===== src/rtl/sorter_pkg.sv =====
// Shared definitions for the metric sorter: modulation codes, candidate
// counts per constellation and the sorter FSM state encoding.
package sorter_pkg;

  localparam logic [1:0] MOD_QPSK   = 2'b00;
  localparam logic [1:0] MOD_QAM16  = 2'b01;
  localparam logic [1:0] MOD_QAM64  = 2'b10;
  localparam logic [1:0] MOD_QAM256 = 2'b11;

  typedef enum logic [2:0] {
    S_IDLE    = 3'd0,
    S_COLLECT = 3'd1,
    S_FLUSH   = 3'd2,
    S_OUTPUT  = 3'd3,
    S_DONE    = 3'd4
  } sorterState;

  // 9 bits so QAM256 (256 candidates) is representable.
  function automatic logic [8:0] numCandidates(input logic [1:0] mod);
    logic [8:0] n;
    case (mod)
      MOD_QPSK:  n = 9'd4;
      MOD_QAM16: n = 9'd16;
      MOD_QAM64: n = 9'd64;
      default:   n = 9'd256;
    endcase
    return n;
  endfunction

endpackage


===== src/rtl/sq_magnitude.sv =====
// Registered complex squared-magnitude unit: metric = re^2 + im^2 with the
// candidate index and valid flag carried alongside, one cycle of latency.
module sq_magnitude
  import sorter_pkg::*;
#(
  parameter int WIDTH     = 16,
  parameter int IDX_WIDTH = 8
) (
  input  logic                    clk,
  input  logic                    rst,
  input  logic signed [WIDTH-1:0] re,
  input  logic signed [WIDTH-1:0] im,
  input  logic [IDX_WIDTH-1:0]    idx,
  input  logic                    valid,
  output logic [2*WIDTH-1:0]      metric,
  output logic [IDX_WIDTH-1:0]    metricIdx,
  output logic                    metricValid
);

  logic signed [2*WIDTH-1:0] reSq;
  logic signed [2*WIDTH-1:0] imSq;
  logic [2*WIDTH-1:0]        sumSq;

  // Each square is non-negative and at most 2^(2W-2), so the unsigned sum
  // of two of them always fits in 2W bits.
  always_comb begin
    reSq  = re * re;
    imSq  = im * im;
    sumSq = $unsigned(reSq) + $unsigned(imSq);
  end

  always_ff @(posedge clk or posedge rst) begin
    if (rst) begin
      metric      <= '0;
      metricIdx   <= '0;
      metricValid <= 1'b0;
    end else begin
      metric      <= sumSq;
      metricIdx   <= idx;
      metricValid <= valid;
    end
  end

endmodule


===== src/rtl/metric_sorter.sv =====
// Keeps the K smallest squared metrics of a candidate stream in a sorted
// insertion array and drains them in rank order over valid/ready.
module metric_sorter
  import sorter_pkg::*;
#(
  parameter int WIDTH     = 16,
  parameter int IDX_WIDTH = 8,
  parameter int K         = 4
) (
  input  logic                    clk,
  input  logic                    rst,
  input  logic                    start,
  input  logic [1:0]              M,
  input  logic                    inValid,
  output logic                    inReady,
  input  logic signed [WIDTH-1:0] inReal,
  input  logic signed [WIDTH-1:0] inImag,
  input  logic [IDX_WIDTH-1:0]    inIdx,
  output logic                    outValid,
  input  logic                    outReady,
  output logic [2*WIDTH-1:0]      outMetric,
  output logic [IDX_WIDTH-1:0]    outIdx,
  output logic [3:0]              outRank,
  output logic                    busy,
  output logic                    done
);

  localparam logic [8:0] K_COUNT = 9'(K);

  sorterState stateReg, stateNext;
  logic [8:0] nReg;
  logic [8:0] countReg;
  logic [3:0] rankReg;
  logic [8:0] lastRank;
  logic       accept;
  logic       clearList;

  logic [2*WIDTH-1:0]   sqMetric;
  logic [IDX_WIDTH-1:0] sqIdx;
  logic                 sqValid;

  logic [2*WIDTH-1:0]   listMetricReg  [K];
  logic [2*WIDTH-1:0]   listMetricNext [K];
  logic [IDX_WIDTH-1:0] listIdxReg     [K];
  logic [IDX_WIDTH-1:0] listIdxNext    [K];
  logic [K-1:0]         listValidReg;
  logic [K-1:0]         listValidNext;
  logic [K-1:0]         beats;

  assign accept    = inValid && inReady;
  assign clearList = (stateReg == S_IDLE) && start;
  assign lastRank  = ((K_COUNT < nReg) ? K_COUNT : nReg) - 9'd1;

  sq_magnitude #(
    .WIDTH    (WIDTH),
    .IDX_WIDTH(IDX_WIDTH)
  ) uSqMag (
    .clk        (clk),
    .rst        (rst),
    .re         (inReal),
    .im         (inImag),
    .idx        (inIdx),
    .valid      (accept),
    .metric     (sqMetric),
    .metricIdx  (sqIdx),
    .metricValid(sqValid)
  );

  // beats[] is monotonic over rank because the list is kept sorted with
  // valid entries first; the new entry lands at the first set bit and every
  // rank after it takes its predecessor. Equal metrics do not beat, so ties
  // keep arrival order.
  genvar gi;
  generate
    for (gi = 0; gi < K; gi++) begin : gRank
      assign beats[gi] = !listValidReg[gi] || (listMetricReg[gi] > sqMetric);
      if (gi == 0) begin : gHead
        assign listMetricNext[gi] = clearList ? '1 :
                                    (sqValid && beats[gi]) ? sqMetric : listMetricReg[gi];
        assign listIdxNext[gi]    = clearList ? '0 :
                                    (sqValid && beats[gi]) ? sqIdx : listIdxReg[gi];
        assign listValidNext[gi]  = clearList ? 1'b0 :
                                    (sqValid && beats[gi]) ? 1'b1 : listValidReg[gi];
      end else begin : gTail
        assign listMetricNext[gi] = clearList ? '1 :
                                    !(sqValid && beats[gi]) ? listMetricReg[gi] :
                                    beats[gi-1] ? listMetricReg[gi-1] : sqMetric;
        assign listIdxNext[gi]    = clearList ? '0 :
                                    !(sqValid && beats[gi]) ? listIdxReg[gi] :
                                    beats[gi-1] ? listIdxReg[gi-1] : sqIdx;
        assign listValidNext[gi]  = clearList ? 1'b0 :
                                    !(sqValid && beats[gi]) ? listValidReg[gi] :
                                    beats[gi-1] ? listValidReg[gi-1] : 1'b1;
      end
    end
  endgenerate

  always_ff @(posedge clk or posedge rst) begin
    if (rst) begin
      for (int i = 0; i < K; i++) begin
        listMetricReg[i] <= '1;
        listIdxReg[i]    <= '0;
      end
      listValidReg <= '0;
    end else begin
      for (int i = 0; i < K; i++) begin
        listMetricReg[i] <= listMetricNext[i];
        listIdxReg[i]    <= listIdxNext[i];
      end
      listValidReg <= listValidNext;
    end
  end

  always_ff @(posedge clk or posedge rst) begin
    if (rst) begin
      stateReg <= S_IDLE;
      nReg     <= '0;
      countReg <= '0;
      rankReg  <= '0;
    end else begin
      stateReg <= stateNext;
      if (clearList) begin
        nReg     <= numCandidates(M);
        countReg <= '0;
        rankReg  <= '0;
      end else begin
        if (accept) begin
          countReg <= countReg + 9'd1;
        end
        if (outValid && outReady) begin
          rankReg <= rankReg + 4'd1;
        end
      end
    end
  end

  always_comb begin
    stateNext = stateReg;
    inReady   = 1'b0;
    outValid  = 1'b0;
    done      = 1'b0;
    busy      = (stateReg != S_IDLE);
    case (stateReg)
      S_IDLE: begin
        if (start) stateNext = S_COLLECT;
      end
      S_COLLECT: begin
        inReady = 1'b1;
        if (inValid && (countReg == nReg - 9'd1)) stateNext = S_FLUSH;
      end
      // The last accepted candidate is inserted during this cycle.
      S_FLUSH: begin
        stateNext = S_OUTPUT;
      end
      S_OUTPUT: begin
        outValid = 1'b1;
        if (outReady && ({5'd0, rankReg} == lastRank)) stateNext = S_DONE;
      end
      S_DONE: begin
        done      = 1'b1;
        stateNext = S_IDLE;
      end
      default: stateNext = S_IDLE;
    endcase
  end

  always_comb begin
    outMetric = '0;
    outIdx    = '0;
    outRank   = '0;
    if (outValid) begin
      outRank = rankReg;
      for (int i = 0; i < K; i++) begin
        if (rankReg == 4'(i)) begin
          outMetric = listMetricReg[i];
          outIdx    = listIdxReg[i];
        end
      end
    end
  end

endmodule


===== config.mk =====
export PLATFORM = sky130hd
export DESIGN_NAME = metric_sorter
export DESIGN_NICKNAME = d
export VERILOG_FILES = /design/src/rtl/sorter_pkg.sv /design/src/rtl/sq_magnitude.sv /design/src/rtl/metric_sorter.sv
export SDC_FILE = /design/constraint.sdc
export NUM_CORES = 2
export LEC_CHECK = 0
export BUFFER_PORTS_ARGS = -buffer_cell sky130_fd_sc_hd__buf_2
export CAP_MARGIN = 20
export CORE_ASPECT_RATIO = 0.9
export CORE_MARGIN = 2
export CORE_UTILIZATION = 40
export CTS_CLUSTER_DIAMETER = 120
export DETAILED_ROUTE_END_ITERATION = 10
export SLEW_MARGIN = 15
export SYNTH_ARGS = -nofsm -noshare
export SYNTH_HDL_FRONTEND = slang
export SYNTH_HIERARCHICAL = 1
export SYNTH_SLANG_ARGS = --single-unit

===== constraint.sdc =====
create_clock -name clk -period 14.25 [get_ports clk]
set_clock_uncertainty 0.05 [all_clocks]
set_input_delay 0.7125 -clock clk [delete_from_list [all_inputs] [get_ports clk]]
set_output_delay 0.7125 -clock clk [all_outputs]
set_load 0.05 [all_outputs]

==> results.cfg <==
[status]
status = finished clean

[detailed_routing]
vias_per_cell = 5.143
dr.pass1.iters = 8
drc = 0
wl_per_cell_um = 18.94
vias = 21830
drtIter0Drc = 1369
totalWireLength_mm = 80.37
drtAntennaViolNets = 0

[floorplanning]
die_h_um = 269.2
die_area_um2 = 80400
rows = 97
io_pins = 95
start_util_pct = 40.31
fp.coreArea_um2 = 77550
die_width_um = 298.7

[grt]
grt_pass1_vias = 23030
grt_first_pass_wirelength_mm = 130.4
antenna_found_initial = 5
grt_max_degree = 75
grt_use_total_pct = 20.24
overflow = 0

[critical_path]
arrival_ps = 8070
cp.required_ps = 14600
crit_path_end_kind = flop
cp-start-kind = input port
crit_fanout = 31
worstSetupPathType = in2reg

[clocking]
cts_buffer_depth = 3
htreeDepth = 1
ctsRootBufferMaster = clkbuf_16
cts_setup_buffers = 0
cts_tree = done
cts_sinks = 225
clk_latency_ps = 540
clk_pin_slew_ps = 60
cts.repair.resized = 0
cts_buffers = 26
hold_buffers = 0

[logic_synthesis]
yosys_warnings = 6
synth_largest_area_cell = fa_1
synthTopCellsByArea = fa_1 33%, ha_1 11%, dfstp_2 11%
yosys_most_used_dff = dfstp_2
ys_seq_area_share_pct = 18.52
avgSynthCellArea_um2 = 9.848
syn-num-nets = 4025
synth_cell_types = 71
synth-async-reset-ratio_pct = 100.0
synth_seq_cells = 225
synthCells = 3174
synth_top_area_share_pct = 33.43
syn-cell-area_um2 = 31260
synth-edff-count = 0

[timing]
worst_pin_slew_ps = 1129
drv_slew = 0
fmax_mhz = 129.4
setup_violations = 0
fin_tns_setup_ps = 0
rsz0062_at_grt = no
hold_viol_final = 0
max_slew_margin_pct = 24.06
period_needed_ps = 7725
final.period_utilization_pct = 54.21

[cells_and_area]
areaGrowthSynthToFinish_pct = 7.577
drive_above_1_share_pct = 10.05
nets = 4036
num_antenna_cells = 0
layout_common_cells = 705 x inv_1, 522 x fa_1, 282 x ha_1
final_common_cell = inv_1

[placed_design]
place_congestion = 0.8618
portBuffers = 94
dp_hpwl_mm = 62.52

[run]
drv_cap = 0

[hold_path]
hp-class = in2async
-- kinds of logic (layout without fill, tap and decap cells) --
logic type               count (synthesis)  after routing  share of synthesized area, %
buffers and inverters                  839            870                         10.23
other                                    1              1                       0.01200
adder cells (fa/ha/maj)                804            804                         44.72
AO/OA/AOI/OAI                          434            434                         10.21
multiplexers                           132            132                         4.235
AND/OR/NAND/NOR                        667            667                         10.05
XOR/XNOR                                72             72                         2.017
flip-flops                             225            225                         18.52
-- flip-flops by register name (all words and copies together) (netlist names) --
register / flops
countReg: 9
listIdxReg: 32
listMetricReg: 128
listValidReg: 4
nReg: 4
rankReg: 4
stateReg: 3
uSqMag/metric: 32
uSqMag/metricIdx: 8
uSqMag/metricValid: 1
-- Yosys cell counts, types with 48 or more instances --
| library cell | count |
|---|---|
| a21oi_1 | 122 |
| clkbuf_1 | 102 |
| dfstp_2 | 128 |
| ha_1 | 282 |
| mux2i_1 | 130 |
| inv_1 | 707 |
| xnor2_1 | 48 |
| dfrtp_1 | 97 |
| nor3_1 | 53 |
| fa_1 | 522 |
| and2_1 | 97 |
| a2bb2oi_1 | 94 |
| nand2_1 | 221 |
| nor2_1 | 161 |
-- metrics by stage --
stage          setup slack (ps)  instances  hold slack, ps  utilization, %  area, um2
2_1_floorplan              6526       3174           419.3               -      31260
3_3_place_gp               6032       4196           442.0           42.18      32710
3_5_place_dp               5959       4196           444.6           42.18      32710
4_1_cts                    6492       4244           152.4           43.36      33630
5_1_grt                    6057       4244           166.1           43.36      33630
6_report                   6525       4244           143.6           43.36      33630
-- path summary, 6_finish.rpt --
path | start | to | slack (ps) | depth (start not counted)
max in group asynchronous | rst | listValidReg[1] | 12720 | 3
min reg2reg | listMetricReg[64] | listMetricReg[64] | 460 | 2
max | inImag[15] | uSqMag/metric[31] | 6520 | 23
min | rst | rankReg[0] | 140 | 2
max reg2reg | uSqMag/metric[31] | listMetricReg[3] | 10020 | 9
min in group clk | inIdx[3] | uSqMag/metricIdx[3] | 220 | 1
-- critical path: stages --
cell      delay (ps)
buf_2            470
nand2_1          240
fa_1             690
inv_1            140
fa_1             840
inv_1            160
fa_1             500
inv_1             50
fa_1             550
fa_1             420
fa_1             460
fa_1             510
inv_1             60
fa_1             480
inv_1             40
ha_1             350
a21o_1           220
a21o_1           200
a221oi_1         290
o31a_2           240
o21ai_2           90
o31ai_1          250
xnor2_1          100
-- cell type report --
type / count / area [um2]
Multi-Input combinational cell: 2110 / 22340
Sequential cell: 225 / 5791
Timing Repair Buffer: 115 / 628.1
Fill cell: 7543 / 43930
Clock buffer: 38 / 787.0
Tap cell: 1039 / 1300
Clock inverter: 10 / 127.6
Inverter: 707 / 2659
-- metal layers --
layer	vias up	part of all wire, %	GRT usage, %
met5	-	0.082	0
met4	10	1.6	3.465
met3	101	6.4	3.328
met2	607	45	32.44
met1	10910	47	29.19
li1	10200	-	-
Power is left out: the tool's default activity adds up to more than one toggle a clock period on the data nets, which glitch-free logic cannot reach.
